`config.mk`:
```
export PLATFORM = sky130hd
export DESIGN_NAME = alu_seq
export DESIGN_NICKNAME = d
export VERILOG_FILES = /design/src/rtl/alu_seq.sv
export SDC_FILE = /design/constraint.sdc
export NUM_CORES = 1
export LEC_CHECK = 0
export ABC_AREA = 1
export CAP_MARGIN = 10
export CORE_MARGIN = 2
export CORE_UTILIZATION = 63
export CTS_BUF_LIST = sky130_fd_sc_hd__clkbuf_8
export CTS_CLUSTER_DIAMETER = 30
export DETAILED_ROUTE_END_ITERATION = 10
export GPL_ROUTABILITY_DRIVEN = 0
export PLACE_DENSITY = 0.84
export SLEW_MARGIN = 20
export SYNTH_ARGS = -nofsm -noshare
export SYNTH_HDL_FRONTEND = slang
export SYNTH_SLANG_ARGS = --single-unit
```
`constraint.sdc`:
```
create_clock -name clk -period 5.14 [get_ports clk]
set_clock_uncertainty 0.1 [all_clocks]
set_input_delay 0.771 -clock clk [delete_from_list [all_inputs] [get_ports clk]]
set_output_delay 0.771 -clock clk [all_outputs]
set_load 0.02 [all_outputs]
```
`src/rtl/alu_seq.sv`:
```
// alu_seq: sequential ALU with a valid/ready request port, single-cycle logic/add/shift,
// multi-cycle shift-add multiply and restoring divide, and accumulator feedback as operand B.
module alu_seq #(
    parameter int WIDTH = 16
) (
    input  logic             clk,
    input  logic             rst,
    input  logic             in_valid,
    output logic             in_ready,
    input  logic [3:0]       op,
    input  logic [WIDTH-1:0] a,
    input  logic [WIDTH-1:0] b,
    input  logic             use_acc,
    output logic             out_valid,
    output logic [WIDTH-1:0] result,
    output logic [WIDTH-1:0] acc,
    output logic             carry,
    output logic             zero,
    output logic             div_by_zero
);

    localparam int CW = $clog2(WIDTH);
    localparam logic [CW-1:0] LAST = CW'(WIDTH - 1);
    localparam logic [WIDTH:0] WLIM = (WIDTH + 1)'(WIDTH);

    localparam logic [3:0] OP_ADD  = 4'd0;
    localparam logic [3:0] OP_SUB  = 4'd1;
    localparam logic [3:0] OP_AND  = 4'd2;
    localparam logic [3:0] OP_NAND = 4'd3;
    localparam logic [3:0] OP_OR   = 4'd4;
    localparam logic [3:0] OP_NOR  = 4'd5;
    localparam logic [3:0] OP_XOR  = 4'd6;
    localparam logic [3:0] OP_XNOR = 4'd7;
    localparam logic [3:0] OP_SHL  = 4'd8;
    localparam logic [3:0] OP_SHR  = 4'd9;
    localparam logic [3:0] OP_MUL  = 4'd10;
    localparam logic [3:0] OP_DIV  = 4'd11;

    typedef enum logic [1:0] {
        IDLE,
        MUL,
        DIV
    } state_t;

    state_t           state;
    logic [CW-1:0]    cnt;

    logic             p_valid;
    logic [3:0]       p_op;
    logic [WIDTH-1:0] p_a;
    logic [WIDTH-1:0] p_b;

    logic [WIDTH-1:0] x_a;
    logic [WIDTH-1:0] x_b;
    logic [WIDTH-1:0] x_p;
    logic [WIDTH:0]   rem;
    logic             dbz;

    logic             accept;
    logic [WIDTH-1:0] b_eff;
    logic [WIDTH:0]   s_sum;
    logic [WIDTH:0]   s_diff;
    logic             shift_big;
    logic [WIDTH-1:0] s_res;
    logic             s_carry;

    logic [WIDTH-1:0] mul_p_n;
    logic [WIDTH+1:0] rem_sh;
    logic [WIDTH+1:0] rem_sub;
    logic             ge;
    logic [WIDTH:0]   rem_n;
    logic [WIDTH-1:0] quo_n;

    assign in_ready  = (state == IDLE) && !rst;
    assign accept    = in_valid && in_ready;

    assign s_sum     = {1'b0, p_a} + {1'b0, p_b};
    assign s_diff    = {1'b0, p_a} - {1'b0, p_b};
    assign shift_big = {1'b0, p_b} >= WLIM;

    always_comb begin
        s_res   = '0;
        s_carry = 1'b0;
        unique case (p_op)
            OP_ADD: begin
                s_res   = s_sum[WIDTH-1:0];
                s_carry = s_sum[WIDTH];
            end
            OP_SUB: begin
                s_res   = s_diff[WIDTH-1:0];
                s_carry = ~s_diff[WIDTH];
            end
            OP_AND:  s_res = p_a & p_b;
            OP_NAND: s_res = ~(p_a & p_b);
            OP_OR:   s_res = p_a | p_b;
            OP_NOR:  s_res = ~(p_a | p_b);
            OP_XOR:  s_res = p_a ^ p_b;
            OP_XNOR: s_res = ~(p_a ^ p_b);
            OP_SHL:  s_res = shift_big ? '0 : (p_a << p_b);
            OP_SHR:  s_res = shift_big ? '0 : (p_a >> p_b);
            default: s_res = '0;
        endcase
    end

    // A single-cycle op retiring on this edge forwards its result as the new acc
    assign b_eff = use_acc ? (p_valid ? s_res : acc) : b;

    assign mul_p_n = x_p + (x_b[0] ? x_a : '0);

    // Borrow out of the widened subtract decides each quotient bit
    assign rem_sh  = {rem, x_a[WIDTH-1]};
    assign rem_sub = rem_sh - {2'b00, x_b};
    assign ge      = ~rem_sub[WIDTH+1];
    assign rem_n   = ge ? rem_sub[WIDTH:0] : rem_sh[WIDTH:0];
    assign quo_n   = {x_a[WIDTH-2:0], ge};

    always_ff @(posedge clk or posedge rst) begin
        if (rst) begin
            state       <= IDLE;
            cnt         <= '0;
            p_valid     <= 1'b0;
            p_op        <= '0;
            p_a         <= '0;
            p_b         <= '0;
            x_a         <= '0;
            x_b         <= '0;
            x_p         <= '0;
            rem         <= '0;
            dbz         <= 1'b0;
            out_valid   <= 1'b0;
            result      <= '0;
            acc         <= '0;
            carry       <= 1'b0;
            zero        <= 1'b0;
            div_by_zero <= 1'b0;
        end else begin
            out_valid <= 1'b0;
            p_valid   <= 1'b0;
            if (p_valid) begin
                out_valid   <= 1'b1;
                result      <= s_res;
                acc         <= s_res;
                carry       <= s_carry;
                zero        <= (s_res == '0);
                div_by_zero <= 1'b0;
            end
            case (state)
                IDLE: begin
                    if (accept) begin
                        cnt <= '0;
                        x_a <= a;
                        x_b <= b_eff;
                        x_p <= '0;
                        rem <= '0;
                        dbz <= (b_eff == '0);
                        if (op == OP_MUL) begin
                            state <= MUL;
                        end else if (op == OP_DIV) begin
                            state <= DIV;
                        end else begin
                            p_valid <= 1'b1;
                            p_op    <= op;
                            p_a     <= a;
                            p_b     <= b_eff;
                        end
                    end
                end
                MUL: begin
                    x_p <= mul_p_n;
                    x_a <= x_a << 1;
                    x_b <= x_b >> 1;
                    cnt <= cnt + CW'(1);
                    if (cnt == LAST) begin
                        state       <= IDLE;
                        cnt         <= '0;
                        out_valid   <= 1'b1;
                        result      <= mul_p_n;
                        acc         <= mul_p_n;
                        carry       <= 1'b0;
                        zero        <= (mul_p_n == '0);
                        div_by_zero <= 1'b0;
                    end
                end
                DIV: begin
                    rem <= rem_n;
                    x_a <= quo_n;
                    cnt <= cnt + CW'(1);
                    if (cnt == LAST) begin
                        state       <= IDLE;
                        cnt         <= '0;
                        out_valid   <= 1'b1;
                        result      <= quo_n;
                        acc         <= quo_n;
                        carry       <= 1'b0;
                        zero        <= (quo_n == '0);
                        div_by_zero <= dbz;
                    end
                end
                default: state <= IDLE;
            endcase
        end
    end

endmodule

```
# Word-level counts from Yosys, hierarchy flattened
# Cells that the tools add are included.
[word_totals]
register_bits = 145
in_bits = 40
out_inout_bits = 37
elab_cells = 122
[op_classes]
magnitude_cmp = 1
add_sub_neg = 5
reduce_logical = 21
n_mux = 49
shift = 2
n_bitwise = 10
n_eq_ne = 17
[op_table]
columns = ["cell", "count"]
rows = [
  ["$mux W16", 13],
  ["$pmux W16 S10", 1],
  ["$pmux W16 S2", 4],
  ["$logic_not A16 Y1", 4],
  ["$not A16 Y16", 3],
  ["$pmux W16 S3", 1],
  ["$mux W17", 2],
  ["$pmux W17 S2", 1],
  ["$eq A4 B4 Y1 const B", 5],
  ["$sub A18 B16 Y18", 1],
  ["$add A16 B16 Y17", 1],
  ["$sub A16 B16 Y17", 1],
  ["$add A16 B16 Y16", 1],
  ["$and A16 B16 Y16", 1],
  ["$eq A4 B3 Y1 const B", 4],
  ["$ge A16 B5 Y1 const B", 1],
  ["$mux W1", 16],
  ["$or A16 B16 Y16", 1],
  ["$shl A16 B16 Y16", 1],
  ["$shr A16 B16 Y16", 1],
  ["$xor A16 B16 Y16", 1],
  ["$reduce_and A2 Y1", 5],
  ["$eq A4 B2 Y1 const B", 2],
  ["$mux W2", 4],
  ["other kinds (21)", 30],
]

# Depth between registers and ports, before layout
# Gate-level depths: netlist of the first run.
[depth]
word_depth = 7
mapped_depth = 23
mapped_depth_nobuf = 21

# Worst setup path after synthesis of the first run
# OpenSTA, ideal clock, no wires.
[synth_timing]
path_type = "reg2reg"
startpoint = "reg x_b[0]"
endpoint = "reg zero"
synth_period_minus_slack_ns = 2.994
setup_time_ns = 0.078
path_slack_ns = 2.146
path_buffers = 2
required_time_ns = 4.962
stages_incl_launch_ff = 23
t_arrival_ns = 2.816
path_cell_list = "dfrtp_1 clkbuf_1 clkbuf_1 nand2_1 inv_1 ha_1 fa_1 nand2_1 inv_1 o21ai_0 nand2_1 nand2_1 nand2_1 nand2_1 nand2_1 nand3_1 o311ai_0 xnor2_1 nand2_1 nor2_1 nand4_1 nand2_1 a21boi_1"
[synth_between]
elab_chain_len = 5
elab_cells_between_ends = 9
cone_classes = "add/sub (2); mux (4); bitwise (1); reduce/logical (2)"
[synth_lines]
columns = ["item", "line_no", "rtl"]
rows = [
  ["start, declared", "54", "logic [WIDTH-1:0] x_b;"],
  ["start signal, assigned", "171", "x_b <= x_b >> 1;"],
  ["$mux W16 or $sub A18 B16 Y18 (tied branches)", "108, 112", ""],
  ["$add A16 B16 Y16 or $not A1 Y1 (tied branches)", "108, 113", ""],
  ["$logic_not A16 Y1, on equally long branches", "180, 195", ""],
  ["$mux W1, on equally long branches", "173, 188", ""],
  ["$pmux W1 S2 *", "147", "case (state)"],
  ["end signal, assigned", "144", "zero <= (s_res == '0);"],
  ["end signal, assigned", "180", "zero <= (mul_p_n == '0);"],
  ["end signal, assigned", "195", "zero <= (quo_n == '0);"],
  ["end, declared", "18", "output logic zero,"],
]
# Mark *: on every way between the ends. The rest lies on a longest branch, timed or not.
# A chain may end at the register's enable or synchronous reset.

# Worst setup path after layout of the first run
[layout_timing]
startpoint = "reg state[0]"
endpoint = "reg x_b[11]"
[layout_between]
elab_chain_len = 5
elab_cells_between_ends = 8
cone_classes = "eq/ne (2); mux (1); reduce/logical (5)"
[layout_lines]
columns = ["item", "line_no", "rtl"]
rows = [
  ["start, declared", "45", "state_t state;"],
  ["start signal, assigned", "119", "state <= IDLE;"],
  ["start signal, assigned", "157", "state <= MUL;"],
  ["start signal, assigned", "159", "state <= DIV;"],
  ["$logic_not A2 Y1", "74, 147", ""],
  ["$logic_and A1 B1 Y1", "74", "assign in_ready = (state == IDLE) && !rst;"],
  ["$logic_and A1 B1 Y1", "75", "assign accept = in_valid && in_ready;"],
  ["$ne A2 B2 Y1 (no source line)", "-", ""],
  ["$reduce_and A2 Y1 (no source line)", "-", ""],
]
# Parallel ways exist; a longest one is shown, timed or not.

==> flow_metrics.tcl, run 1 <==
set metrics [dict create \
    outcome "complete, no violations" \
    nets 2107 \
    synth_adder_area_share_pct 8.989 \
    fin_crit_sh_pct 70.69 \
    p_total_uw 9704 \
    path_class "register to register" \
    synthCells 1947 \
    crit_path_top_delay_cell "clkinv_1" \
    avgRoutedWirePerCell_microns 18.68 \
    h-tree-depth 4 \
    crit_start "state[0]$_DFFE_PP0P_" \
    cp-start-kind "register" \
    cp_max_fo 27 \
    grtUsageTotal_pct 39.23 \
    synth_top_family_by_area "simple AND/OR/NAND/NOR gates" \
    synthArstFlopShare_pct 100.0 \
    synth_edf_count 0 \
    cpPeakStageDelay_ns 0.89 \
    hold_buffers 0 \
    die_w_microns 146.1 \
    finalSetupViolCount 0 \
    std_cell_rows 51 \
    syn-num-nets 2076 \
    r2r-start "state[0]$_DFFE_PP0P_" \
    drv_slew 0 \
    final.min_clock_period_ns 3.634 \
    cts_tree "built" \
    drv_cap 0 \
    ant_nets 0 \
    timing.fmax_ghz 0.2752 \
    routed_via_density 6.198 \
    drive_gt1_share_pct 5.475 \
    synth-compound-area-share_pct 20.03 \
    end_kind "register" \
    synth-simple-area-share_pct 31.61 \
    met2_wirelength_microns 18760 \
    ir_worst_vdd_mv 0.6031 \
    rsz0062_at_grt "no" \
    ys_warn_count 0 \
    ys.flop_type "dfrtp_1" \
    grt_pass1_vias 12720 \
    io_buffer_count 76 \
    min_path_type "register to register" \
    seq_area_sq_mm 0.003628 \
    fillers 1718 \
    cp.arrival_ns 3.93 \
    multi_input_area_sq_mm 0.007924 \
    worst-r2r-cell-count 10 \
    whs_ns 0.3954 \
    syn2layout_area_growth_pct 10.06 \
    core_area_sq_mm 0.01965 \
    cts-resized-gates 0 \
    vias 13980 \
    grt_pass1_wl_microns 66920 \
    dpl.hpwl_microns 32330 \
    clk_latency_ns 0.48 \
    rrSetupSlack_ns 1.51 \
    clkSinkCount 145 \
    ctsLongestPathBuffers 2 \
    synthXorXnorAreaFrac_pct 1.583 \
    dieArea_sq_mm 0.02135 \
    start_util_pct 64.73 \
    num_io_pins 77 \
    antenna_found_initial 0 \
    synth_area_sq_mm 0.01272 \
    required_ns 5.43 \
    worst_pin_slew_ns 1.010 \
    tns_ns 0 \
    grt_start_max_net_pins 81 \
    endpoint "x_b[11]$_DFFE_PP0P_" \
    globalRoute.totalOverflow 0 \
    dpl_cell_area_sq_mm 0.01358 \
    num_antenna_cells 0 \
    path_cells "inv_1 > ha_1 > inv_1 > nor2_1 > nand2_1 > nand2_1 > clkinv_1 > a21oi_1 > o21ai_0 > o21ai_0" \
    p_leak_uw 0.006968 \
    routed_wl_microns 42150 \
    numCtsBuffers 17 \
    route.detailed.drc 0 \
    ys_ff_latch 145 \
    routed.top_layer "met4" \
    clk_pin_slew_ns 0.10 \
    cts_setup_buffers 0 \
    drtIter0Drc 1785 \
    fp.dieH_microns 146.1 \
    synth_mux_area_share_pct 0 \
    root_buffer "clkbuf_8" \
    syn_avg_cell_area_sq_um 6.534 \
    hold_viol_final 0 \
    dr.pass1.iters 7 \
    r2r-end "x_b[11]$_DFFE_PP0P_" \
    stdcell_area_sq_mm 0.01400 \
    met3WireLength_microns 4699 \
    wl_met1_microns 16180 \
    cellPowerDensity_mw_per_mm2 693.0 \
    yosysSeqAreaShare_pct 28.52 \
    synth.distinct_cells 55 \
    slew_headroom_pct 32.44 \
]
[sequential cells by signal, summed over array words and instances, names as in the netlist, 2 cells and up]
| register | cells |
|---|---|
| result | 16 |
| p_a | 16 |
| p_b | 16 |
| acc | 16 |
| x_b | 16 |
| p_op | 4 |
| x_p | 16 |
| state | 2 |
| x_a | 16 |
| cnt | 4 |
| rem | 17 |
[layer usage]
metal | global-route usage (%) | vias up
met5 | 0 | -
met4 | 20.49 | 0
met3 | 6.813 | 163
met2 | 61.84 | 914
met1 | 52.01 | 6334
li1 | - | 6572
[per-stage QoR]
stage / utilization [%] / setup slack, ns / cells
2_1_floorplan: - / 0.3744 / 1947
6_report: 71.24 / 1.506 / 2256
5_1_grt: 71.24 / 1.192 / 2256
3_5_place_dp: 69.12 / 1.217 / 2224
4_1_cts: 71.24 / 1.620 / 2256
3_3_place_gp: 69.09 / 1.429 / 2224
[Yosys cell counts, types with 7 or more instances]
cell,number,share of area [%]
a211oi_1,12,0.71
a21oi_1,124,4.9
a31oi_1,7,0.34
buf_1,9,0.27
buf_2,23,0.90
clkbuf_1,39,1.2
dfrtp_1,145,29
ha_1,85,8.4
inv_1,201,5.9
inv_2,15,0.44
nand2_1,520,15
nand3_1,182,7.2
nand4_1,35,1.7
nor2_1,137,4.0
nor3_1,19,0.75
nor4_1,9,0.44
o211ai_1,31,1.8
o21ai_0,190,7.5
o21ai_1,25,0.98
o21bai_1,10,0.59
o22ai_1,14,0.69
or2_2,25,1.2
xor2_1,17,1.2
[placed cells by master (no fill, tap or decap), types with 6 or more instances in the layout]
cell type        synthesis  layout
a211oi_1                12      12
a21oi_1                124     124
a31oi_1                  7       7
buf_4                    6      15
clkbuf_8                 0      17
clkdlybuf4s50_1          0      76
dfrtp_1                145     145
ha_1                    85      85
inv_1                  201     200
inv_2                   15      15
nand2_1                520     520
nand3_1                182     182
nand4_1                 35      35
nor2_1                 137     136
nor2_2                   6       7
nor3_1                  19      19
nor4_1                   9       9
o211ai_1                31      31
o21a_1                   6       6
o21ai_0                190     188
o21ai_1                 25      27
o21bai_1                10      10
o22ai_1                 14      14
or2_2                   25      25
xnor2_1                  6       6
xor2_1                  17      17
[cell type report]
cell class,count,share of cell area [%]
clock buffers,17,1.671
clock inverters,15,1.314
inverters,219,5.907
multi-input cells,1504,56.59
flip-flops and latches,145,25.91
well taps,265,2.368
repair buffers,91,6.237
[cell families after synthesis]
family,Yosys count
AO/OA/AOI/OAI,449
XOR/XNOR,23
adder cells (fa/ha/maj),89
buffers and inverters,298
flip-flops,145
AND/OR/NAND/NOR,943
[report_power, final]
| part | leakage, uW | internal [uW] | switching, uW |
|---|---|---|---|
| registers | 0.00187 | 1580 | 542 |
| clock network | 0.000209 | 486 | 480 |
| logic | 0.00489 | 2160 | 4460 |
[worst max-delay path, delay by kind of cell, from the launching register on]
kind / cells / cell delay (ns)
AO/OA/AOI/OAI: 3 / 0.64
adder cells (fa/ha/maj): 1 / 0.20
buffers and inverters: 3 / 1.16
flip-flops: 1 / 0.41
AND/OR/NAND/NOR: 3 / 1.05
[worst min-delay path by stage]
stage,slack [ns],endpoint,cells after the start,start
6_report,0.40,x_p[2]$_DFFE_PP0P_,2,x_p[2]$_DFFE_PP0P_
5_1_grt,0.42,x_p[11]$_DFFE_PP0P_,2,x_p[11]$_DFFE_PP0P_
4_1_cts,0.40,x_p[2]$_DFFE_PP0P_,2,x_p[2]$_DFFE_PP0P_
3_5_place_dp,0.38,x_p[2]$_DFFE_PP0P_,2,x_p[2]$_DFFE_PP0P_
3_3_place_gp,0.37,x_p[5]$_DFFE_PP0P_,2,x_p[5]$_DFFE_PP0P_
2_1_floorplan,0.36,x_p[2]$_DFFE_PP0P_,2,x_p[2]$_DFFE_PP0P_
Note: power is estimated with default switching activity, not from simulation.
==> run 2, diff against run 1 <==
Settings changed: CORE_UTILIZATION 63 to 57, PLACE_DENSITY 0.84 to 0.8.
Clock period 5.14 ns to 2.99 ns, I/O delays scaled along.
==> run 2 against run 1 <==
Effect of this change:
- the flow now finishes with violations (setup timing)
- sequential power increased by 58%
- critical endpoint is now dbz$_DFFE_PP0P_
- non-clock buffer count grew 159
- clock-buffer cell count up 2
- global-route usage shrank 1.2 points
==> flow_metrics.tcl, run 2 (synthesis results as in run 1) <==
set metrics [dict create \
    grtUsageTotal_pct 38.07 \
    layout_commonest_cell "nand2_1" \
    drv_slew 0 \
    top_register "rem" \
    path_common_cell "nand2_2" \
    timing.fmax_ghz 0.3217 \
    hold_buffers 0 \
    dpl_cell_area_sq_mm 0.01475 \
    clkSinkCount 145 \
    avgRoutedWirePerCell_microns 19.20 \
    r2r-end "dbz$_DFFE_PP0P_" \
    largest_reg_flops 17 \
    p_switching_uw 10520 \
    drive_gt1_share_pct 17.35 \
    placed_cells 2386 \
    route.detailed.drc 0 \
    io_buffer_count 76 \
    worst_pin_slew_ns 0.9574 \
    routed_via_density 6.197 \
    num_antenna_cells 0 \
    hold_viol_final 0 \
    globalRoute.totalOverflow 0 \
    drv_cap 0 \
    clk_latency_ns 0.48 \
    internal-power_uw 9158 \
    routed_wl_microns 46670 \
    die_w_microns 153.4 \
    clk_pin_slew_ns 0.10 \
    crit_path_top_delay_cell "o211ai_1" \
    slew_headroom_pct 36.10 \
    cellPowerDensity_mw_per_mm2 1244 \
    worst-r2r-cell-count 17 \
    fillers 1759 \
    cp-start-kind "register" \
    stdcell_count 2430 \
    required_ns 3.29 \
    seq_power_share_pct 17.0 \
    cp_max_fo 15 \
    stdcell_area_sq_mm 0.01581 \
    path_class "register to register" \
    ant_nets 0 \
    grt_pass1_wl_microns 71390 \
    core_area_sq_mm 0.02189 \
    p_leak_uw 0.007797 \
    rsz0062_at_grt "yes" \
    path_cells "inv_2 > nand2_2 > nor2_4 > buf_12 > nand3_1 > nand2_1 > nand2_2 > nand2_1 > nand2_1 > o21ai_2 > o211ai_1 > nand3_2 > nand2_2 > nand3_1 > nand2_2 > nand3_1 > o21ai_1" \
    syn2layout_area_growth_pct 24.27 \
    dr.pass1.iters 7 \
    numCtsBuffers 17 \
    grt_start_max_net_pins 70 \
    dp_slack_ns -0.07191 \
    start_util_pct 58.12 \
    h-tree-depth 4 \
    fp.dieH_microns 153.4 \
    antenna_found_initial 0 \
    vias 15060 \
    rrSetupSlack_ns -0.12 \
    outcome "complete, but fails checks" \
    final_cell_mix "494 x nand2_1, 193 x inv_1, 184 x o21ai_0" \
    root_buffer "clkbuf_8" \
    finalSetupViolCount 5 \
    nets 2266 \
    p_sw_share_pct 53.45 \
    power_frac_comb_pct 74.3 \
    tns_ns -0.3996 \
    clock_power_share_pct 8.7 \
    dpl.hpwl_microns 35220 \
    fin_crit_sh_pct 104.0 \
    endpoint "dbz$_DFFE_PP0P_" \
    crit_start "p_b[9]$_DFFE_PP0P_" \
    ctsLongestPathBuffers 2 \
    dieArea_sq_mm 0.02353 \
    ir_worst_vdd_mv 0.8218 \
    cts_tree "built" \
    num_io_pins 77 \
    grt_pass1_vias 13630 \
    fin_ws_ns -0.1183 \
    r2r-start "p_b[9]$_DFFE_PP0P_" \
    cpPeakStageDelay_ns 0.55 \
    std_cell_rows 54 \
    violations "setup timing" \
    cp.arrival_ns 3.41 \
    final.min_clock_period_ns 3.108 \
    min_path_type "input pin to asynchronous set/reset pin" \
    end_kind "register" \
    drtIter0Drc 1915 \
]
## run 2: cell types whose count changed in the layout (fill, tap and decap cells not counted), sizes merged
cell,delta
buf,+158
clkbuf,+3
clkinv,-1
clkinvlp,+2
inv,-3
## run 2: cell type report
| class | count | area (sq um) | share of cell area, % |
|---|---|---|---|
| repair buffers | 250 | 2142 | 13.55 |
| multi-input cells | 1504 | 8439 | 53.38 |
| flip-flops and latches | 145 | 3630 | 22.96 |
| inverters | 219 | 825.8 | 5.223 |
| clock buffers | 19 | 261.5 | 1.654 |
| well taps | 280 | 350.3 | 2.216 |
| clock inverters | 13 | 161.4 | 1.021 |
## run 2: what timing repair did
| action | CTS | global route |
|---|---|---|
| endpoints found under the setup margin | 6 | 57 |
| hold endpoints to repair | 0 | 0 |
| gates cloned | 0 | 1 |
| resized for setup | 15 | 118 |
| pin swaps | 3 | 19 |
| buffers inserted | 0 | 11 |
## run 2: power by group through the flow
stage | Sequential, uW | Combinational [uW] | Clock, uW
2_1_floorplan | 3430 | 8160 | 0
3_3_place_gp | 3300 | 12600 | 0
3_5_place_dp | 3320 | 12900 | 0
4_1_cts | 3290 | 13100 | 1700
5_1_grt | 3400 | 15800 | 1780
6_report | 3350 | 14600 | 1710
## run 2: how the worst min path moves through the flow
stage / from / to / slack (ns) / depth (start not counted)
floorplan: x_p[2]$_DFFE_PP0P_ / x_p[2]$_DFFE_PP0P_ / 0.36 / 2
global placement: x_p[10]$_DFFE_PP0P_ / x_p[10]$_DFFE_PP0P_ / 0.37 / 2
detailed placement: x_p[11]$_DFFE_PP0P_ / x_p[11]$_DFFE_PP0P_ / 0.38 / 2
CTS: rst / acc[12]$_DFF_PP0_ / 0.23 / 2
global route: rst / acc[12]$_DFF_PP0_ / 0.26 / 2
finish: rst / acc[12]$_DFF_PP0_ / 0.23 / 2
## run 2: worst max-delay path: cells and delay by family, from the launching register on
| family | cells | cell delay (ns) |
|---|---|---|
| DFF | 1 | 0.44 |
| AOI/OAI and AO/OA | 3 | 0.77 |
| buffers and inverters | 2 | 0.24 |
| and+or+nand+nor | 12 | 1.48 |
## run 2: metrics by stage
stage,util [%],hold slack [ns],power [uW]
6_report,72.22,0.2307,19670
3_3_place_gp,67.38,0.3733,15940
2_1_floorplan,-,0.3555,11580
4_1_cts,69.53,0.2323,18110
5_1_grt,72.22,0.2565,21010
3_5_place_dp,67.38,0.3808,16230
## run 2: routing by layer
metal / wire length (microns) / track usage (%)
met5: 0 / 0
met4: 3329 / 22.98
met3: 4966 / 6.606
met2: 20720 / 59.72
met1: 17660 / 49.30
